### config.mk
export PLATFORM = sky130hd
export DESIGN_NAME = pipelined_carry_adder_flat
export DESIGN_NICKNAME = d
export VERILOG_FILES = /design/src/rtl/pipelined_carry_adder_if.sv /design/src/rtl/pipelined_carry_adder.sv /design/src/flat_wrapper.sv
export SDC_FILE = /design/constraint.sdc
export NUM_CORES = 1
export LEC_CHECK = 0
export BUFFER_PORTS_ARGS = -buffer_cell sky130_fd_sc_hd__buf_2
export CELL_PAD_IN_SITES_DETAIL_PLACEMENT = 0
export CELL_PAD_IN_SITES_GLOBAL_PLACEMENT = 1
export CORE_MARGIN = 4
export CORE_UTILIZATION = 44
export DETAILED_ROUTE_END_ITERATION = 10
export PLACE_DENSITY_LB_ADDON = 0.1
export RECOVER_POWER = 25
export REMOVE_ABC_BUFFERS = 1
export SYNTH_ARGS = -nofsm -noshare
export SYNTH_HDL_FRONTEND = slang
export SYNTH_SLANG_ARGS = --single-unit
### constraint.sdc
create_clock -name clk -period 2.3 [get_ports clk]
set_input_delay 0.345 -clock clk [delete_from_list [all_inputs] [get_ports clk]]
set_output_delay 0.345 -clock clk [all_outputs]
set_load 0.03 [all_outputs]
### src/rtl/pipelined_carry_adder_if.sv
// Valid/ready operand and result bundle for pipelined_carry_adder.
// Optional ovf signal exists only when ADDER_OVERFLOW_EN is defined.
interface pipelined_carry_adder_if #(
    parameter int unsigned WIDTH = 16
);
    logic             in_valid;
    logic             in_ready;
    logic [WIDTH-1:0] a;
    logic [WIDTH-1:0] b;
    logic             cin;
    logic             sub;
    logic             out_valid;
    logic             out_ready;
    logic [WIDTH-1:0] sum;
    logic             cout;
`ifdef ADDER_OVERFLOW_EN
    logic             ovf;
`endif

    modport master (
`ifdef ADDER_OVERFLOW_EN
        input  ovf,
`endif
        output in_valid, a, b, cin, sub, out_ready,
        input  in_ready, out_valid, sum, cout
    );

    modport slave (
`ifdef ADDER_OVERFLOW_EN
        output ovf,
`endif
        input  in_valid, a, b, cin, sub, out_ready,
        output in_ready, out_valid, sum, cout
    );
endinterface

### src/rtl/pipelined_carry_adder.sv
// WIDTH-bit add/subtract split into STAGES chunk ripple adders with a register slice per chunk.
// Optional signed-overflow output enabled by defining ADDER_OVERFLOW_EN.
module pipelined_carry_adder #(
    parameter int unsigned WIDTH  = 16,
    parameter int unsigned STAGES = 4
) (
    input logic                    clk,
    input logic                    rst_n,
    pipelined_carry_adder_if.slave bus
);
    localparam int unsigned CHUNK = WIDTH / STAGES;
    localparam int unsigned CW    = CHUNK + 1;

    logic             w_adv;
    logic [WIDTH-1:0] w_b_eff;
    logic             w_c0;

    assign w_b_eff = bus.sub ? ~bus.b : bus.b;
    assign w_c0    = bus.sub | bus.cin;

    for (genvar k = 0; k < STAGES; k++) begin : g_stage
        logic [CHUNK-1:0]         w_a;
        logic [CHUNK-1:0]         w_b;
        logic                     w_c;
        logic                     w_v;
        logic [CW-1:0]            w_add;
        logic [(k+1)*CHUNK-1:0]   w_s_next;
        logic                     r_v;
        logic                     r_c;
        logic [(k+1)*CHUNK-1:0]   r_s;

        // Chunk operands come from the inputs for stage 0, else from the previous slice.
        if (k == 0) begin : g_src
            assign w_a      = bus.a[CHUNK-1:0];
            assign w_b      = w_b_eff[CHUNK-1:0];
            assign w_c      = w_c0;
            assign w_v      = bus.in_valid;
            assign w_s_next = w_add[CHUNK-1:0];
        end else begin : g_src
            assign w_a      = g_stage[k-1].g_fwd.r_a[CHUNK-1:0];
            assign w_b      = g_stage[k-1].g_fwd.r_b[CHUNK-1:0];
            assign w_c      = g_stage[k-1].r_c;
            assign w_v      = g_stage[k-1].r_v;
            assign w_s_next = {w_add[CHUNK-1:0], g_stage[k-1].r_s};
        end

        assign w_add = CW'(w_a) + CW'(w_b) + CW'(w_c);

        always_ff @(posedge clk or negedge rst_n) begin
            if (!rst_n) begin
                r_v <= 1'b0;
                r_c <= 1'b0;
                r_s <= '0;
            end else if (w_adv) begin
                r_v <= w_v;
                r_c <= w_add[CHUNK];
                r_s <= w_s_next;
            end
        end

        // Operand bits not yet summed travel alongside, shrinking by one chunk per stage.
        if (k < STAGES - 1) begin : g_fwd
            localparam int unsigned HI = WIDTH - (k + 1) * CHUNK;
            logic [HI-1:0] w_a_up;
            logic [HI-1:0] w_b_up;
            logic [HI-1:0] r_a;
            logic [HI-1:0] r_b;

            if (k == 0) begin : g_up
                assign w_a_up = bus.a[WIDTH-1:CHUNK];
                assign w_b_up = w_b_eff[WIDTH-1:CHUNK];
            end else begin : g_up
                assign w_a_up = g_stage[k-1].g_fwd.r_a[HI+CHUNK-1:CHUNK];
                assign w_b_up = g_stage[k-1].g_fwd.r_b[HI+CHUNK-1:CHUNK];
            end

            always_ff @(posedge clk or negedge rst_n) begin
                if (!rst_n) begin
                    r_a <= '0;
                    r_b <= '0;
                end else if (w_adv) begin
                    r_a <= w_a_up;
                    r_b <= w_b_up;
                end
            end
        end

`ifdef ADDER_OVERFLOW_EN
        // Last chunk holds the MSBs, so signed overflow is resolved here.
        if (k == STAGES - 1) begin : g_ovf
            logic r_ovf;
            always_ff @(posedge clk or negedge rst_n) begin
                if (!rst_n) begin
                    r_ovf <= 1'b0;
                end else if (w_adv) begin
                    r_ovf <= (w_a[CHUNK-1] == w_b[CHUNK-1]) && (w_add[CHUNK-1] != w_a[CHUNK-1]);
                end
            end
        end
`endif
    end

    // Whole pipe moves together whenever the output slot is free or being drained.
    assign w_adv         = !g_stage[STAGES-1].r_v || bus.out_ready;
    assign bus.in_ready  = w_adv;
    assign bus.out_valid = g_stage[STAGES-1].r_v;
    assign bus.sum       = g_stage[STAGES-1].r_s;
    assign bus.cout      = g_stage[STAGES-1].r_c;
`ifdef ADDER_OVERFLOW_EN
    assign bus.ovf       = g_stage[STAGES-1].g_ovf.r_ovf;
`endif
endmodule

### src/flat_wrapper.sv
// flat-port wrapper written by rule: the top's interface ports become plain ports
module pipelined_carry_adder_flat 
#(
    parameter int unsigned WIDTH  = 16,
    parameter int unsigned STAGES = 4
)
  (clk, rst_n, bus_in_valid, bus_a, bus_b, bus_cin, bus_sub, bus_out_ready, bus_in_ready, bus_out_valid, bus_sum, bus_cout);
  pipelined_carry_adder_if #(.WIDTH(WIDTH)) bus_i ();
  input logic clk;
  input logic rst_n;
  input wire logic [$bits(bus_i.in_valid)-1:0] bus_in_valid;
  input wire logic [$bits(bus_i.a)-1:0] bus_a;
  input wire logic [$bits(bus_i.b)-1:0] bus_b;
  input wire logic [$bits(bus_i.cin)-1:0] bus_cin;
  input wire logic [$bits(bus_i.sub)-1:0] bus_sub;
  input wire logic [$bits(bus_i.out_ready)-1:0] bus_out_ready;
  output wire logic [$bits(bus_i.in_ready)-1:0] bus_in_ready;
  output wire logic [$bits(bus_i.out_valid)-1:0] bus_out_valid;
  output wire logic [$bits(bus_i.sum)-1:0] bus_sum;
  output wire logic [$bits(bus_i.cout)-1:0] bus_cout;
  assign bus_i.in_valid = bus_in_valid;
  assign bus_i.a = bus_a;
  assign bus_i.b = bus_b;
  assign bus_i.cin = bus_cin;
  assign bus_i.sub = bus_sub;
  assign bus_i.out_ready = bus_out_ready;
  assign bus_in_ready = bus_i.in_ready;
  assign bus_out_valid = bus_i.out_valid;
  assign bus_sum = bus_i.sum;
  assign bus_cout = bus_i.cout;
  pipelined_carry_adder #(.WIDTH(WIDTH), .STAGES(STAGES)) u_core (.clk(clk), .rst_n(rst_n), .bus(bus_i));
endmodule
==> results_dict.tcl <==
set metrics [dict create \
    htree_levels 3 \
    skew_ps 12.9 \
    n_antenna_cell 0 \
    hp-class "primary input to flop" \
    fmax_mhz 532 \
    synthXorXnorAreaFrac_pct 4.55 \
    gp_congestion 0.696 \
    cts.clk_slew.worst_paths_ps 90 \
    r2r_setup_slack_ps 520 \
    r2r_cells 5 \
    drive_gt1_share_pct 15.5 \
    post-place-ws_ps 43.7 \
    post_drt_wl_per_cell_um 11.4 \
    cts_tree "done" \
    seq_area_frac_synth_pct 56.8 \
    synth_seq_cells 96 \
    finalCriticalPeriod_ps 1880 \
    muxShareOfSynthArea_pct 0 \
    root_buffer "clkbuf_8" \
    cts_buffers 9 \
    netlist_area_um2 4230 \
    cts_sinks 96 \
    synthCells 447 \
    min_from "bus_a[6]" \
    use_met3_pct 2.31 \
    end_kind "flop" \
    use_met1_pct 18.9 \
    drc 0 \
    setup_ws_ps 421 \
    synthSimpleGateAreaFrac_pct 20.9 \
    path_max_fanout 3 \
    r2r_end "u_core.bus.cout" \
    grtUsageMet2_pct 23.3 \
    gr-usage-all-layers_pct 14.2 \
    p_per_area_nw_per_um2 1320 \
    synth.distinct_cells 24 \
    peakVddDrop_mv 0.453 \
    fin_crit_sh_pct 81.7 \
    fin_nets 556 \
    synth-compound-area-share_pct 6.09 \
    syn_area_per_cell_um2 9.47 \
    tightest_slew_ps 1120 \
    final_cell_area_um2 4830 \
    ys_warn_count 0 \
    top_usage_layer "met2" \
    arrival_ps 2100 \
    rsz0062_at_grt "false" \
    cpMostUsedCell "fa_1" \
    crit_required_ps 2520 \
    drtPass1Iterations 4 \
    status "finished, final reports clean" \
    final-setup-viol-count 0 \
    synth_top_family_by_area "simple AND/OR/NAND/NOR gates" \
    leakage_nw 2.52 \
    first_global_vias 2883 \
    ios 57 \
    crit_slowest_cell "fa_1" \
    coreArea_um2 9280 \
    relSlewSlack_pct 25.2 \
    min_path_cells 3 \
    dieArea_um2 11300 \
    synthAdderAreaFrac_pct 7.33 \
    chipHeight_um 106 \
    drv_slew 0 \
    grt_max_degree 102 \
    cts_resized 0 \
    place_area_um2 4600 \
    rr_startpoint "u_core.g_stage[2].g_fwd.r_b[0]" \
    clockBufferDepth 2 \
    maxCapViolations 0 \
    via_per_inst 4.49 \
    antenna_found_initial 0 \
    critPathLaunchType "primary input" \
    dp_hpwl_um 4600 \
    ant_nets 0 \
    port-buffer-count 56 \
    critPathBufInv 1 \
    drtIter0Drc 84 \
    worstSetupPathType "primary input to flop" \
    hold_viol_final 0 \
    die_w_um 106 \
    critPathTopFamily "adder cells" \
    grt_first_pass_wirelength_um 13000 \
    path_cells "buf_2 > or2_2 > fa_1 > fa_1 > a21o_1 > a211oi_1 > a21oi_1" \
    critPathMaxStageDelay_ps 420 \
    syn_to_final_growth_pct 14.0 \
    hold_end "u_core.g_stage[0].g_fwd.r_a[2]" \
    grt_overflow 0 \
    fp-row-count 35 \
    initial_core_util_pct 45.6 \
    vias 2840 \
    totalWireLength_um 7220 \
    insertion_delay_ps 350 \
]
layout make-up:
| class | count | area, µm² |
|---|---|---|
| well taps | 129 | 161 |
| fillers | 934 | 4460 |
| inverters | 10 | 37.5 |
| flip-flops and latches | 96 | 2400 |
| clock inverters | 5 | 80.1 |
| multi-input cells | 319 | 1650 |
| repair buffers | 62 | 352 |
| clock buffers | 11 | 141 |
how the worst max path moves through the flow:
| stage | slack, ps | start | endpoint | depth (start not counted) |
|---|---|---|---|---|
| finish | 420 | bus_sub | u_core.g_stage[0].r_c | 7 |
| global route | 330 | rst_n | u_core.g_stage[2].r_s[4] | 3 |
| CTS | 420 | bus_sub | u_core.g_stage[0].r_c | 7 |
| detailed placement | 40 | bus_sub | u_core.g_stage[0].r_c | 7 |
| global placement | 110 | bus_sub | u_core.g_stage[0].r_c | 7 |
| floorplan | -1920 | u_core.bus.out_valid | u_core.bus.cout | 4 |
cells by family after synthesis:
logic type | count (synthesis)
buffers and inverters | 32
DFF | 96
and+or+nand+nor | 231
adders and majority gates | 20
AOI/OAI and AO/OA | 46
xor gates and xnor gates | 22
power breakdown:
part           leakage [nW]  internal [mW]  switching [mW]
Sequential             1.16           2.44           0.375
Combinational          1.25          0.909            1.45
Clock                 0.106          0.641           0.568
Total                  2.52           3.99            2.39
metal layers:
layer	up-vias	share of wire (%)
li1	1489	-
met1	1299	49
met2	43	46
met3	9	3.2
met4	0	1.6
met5	-	0
sequential cells by signal (all words and copies together), names as in the netlist:
name,flops
u_core.g_stage.g_fwd.r_a,24
u_core.g_stage.g_fwd.r_b,24
u_core.g_stage.r_s,24
u_core.bus.sum,16
u_core.g_stage.r_c,3
u_core.g_stage.r_v,3
u_core.bus.cout,1
u_core.bus.out_valid,1
metrics by stage:
step	instances	hold WS, ps	utilization, %	setup TNS, ps	power [mW]
after CTS	632	166	52.0	0	6.50
after floorplan	425	49.4	-	-159110	4.60
after detailed placement	615	242	49.5	0	5.27
after global placement	615	241	49.5	0	5.20
final	632	186	52.0	0	6.38
after global routing	632	176	52.0	0	6.98
synth_stat cells:
cell type / number / area (µm²)
buf_4: 12 / 90.1
nor2_1: 9 / 33.8
xor2_1: 10 / 87.6
inv_1: 9 / 33.8
nand2b_1: 1 / 6.26
nand2_1: 215 / 807
fa_1: 8 / 160
or2_2: 1 / 6.26
o21a_1: 2 / 15.0
a21oi_1: 12 / 60.1
xnor2_1: 12 / 105
nor2b_2: 1 / 8.76
o31ai_2: 1 / 12.5
o21ai_1: 22 / 110
ha_1: 12 / 150
a211oi_1: 1 / 7.51
o21ai_0: 3 / 15.0
nor3_1: 1 / 5.00
buf_6: 1 / 11.3
inv_2: 1 / 3.75
a21o_1: 5 / 37.5
dfrtp_1: 96 / 2400
nor2b_1: 3 / 18.8
buf_2: 9 / 45.0
cells in the final DEF (no fill, tap or decap), types with 2 or more instances in the layout:
| cell type | synthesis | routed |
|---|---|---|
| a21o_1 | 5 | 5 |
| a21oi_1 | 12 | 12 |
| buf_12 | 0 | 2 |
| buf_2 | 9 | 55 |
| buf_4 | 12 | 3 |
| bufinv_16 | 0 | 2 |
| clkbuf_1 | 0 | 2 |
| clkbuf_8 | 0 | 10 |
| clkinvlp_4 | 0 | 2 |
| dfrtp_1 | 96 | 96 |
| fa_1 | 8 | 8 |
| ha_1 | 12 | 12 |
| inv_1 | 9 | 10 |
| nand2_1 | 215 | 215 |
| nor2_1 | 9 | 9 |
| nor2b_1 | 3 | 3 |
| o21a_1 | 2 | 2 |
| o21ai_0 | 3 | 3 |
| o21ai_1 | 22 | 22 |
| xnor2_1 | 12 | 12 |
| xor2_1 | 10 | 10 |
worst reg2reg max path: stages (launching register included):
cell and delay (ps):
dfrtp_1 410, fa_1 470, fa_1 420, a21o_1 170, a21oi_1 130, a21oi_1 70
timing repair:
item                                   4_1_cts  5_1_grt
endpoints found under the hold margin       17        0
hold buffers                                 1        0
setup buffers                                0        0
(Power assumes the default switching activity.)
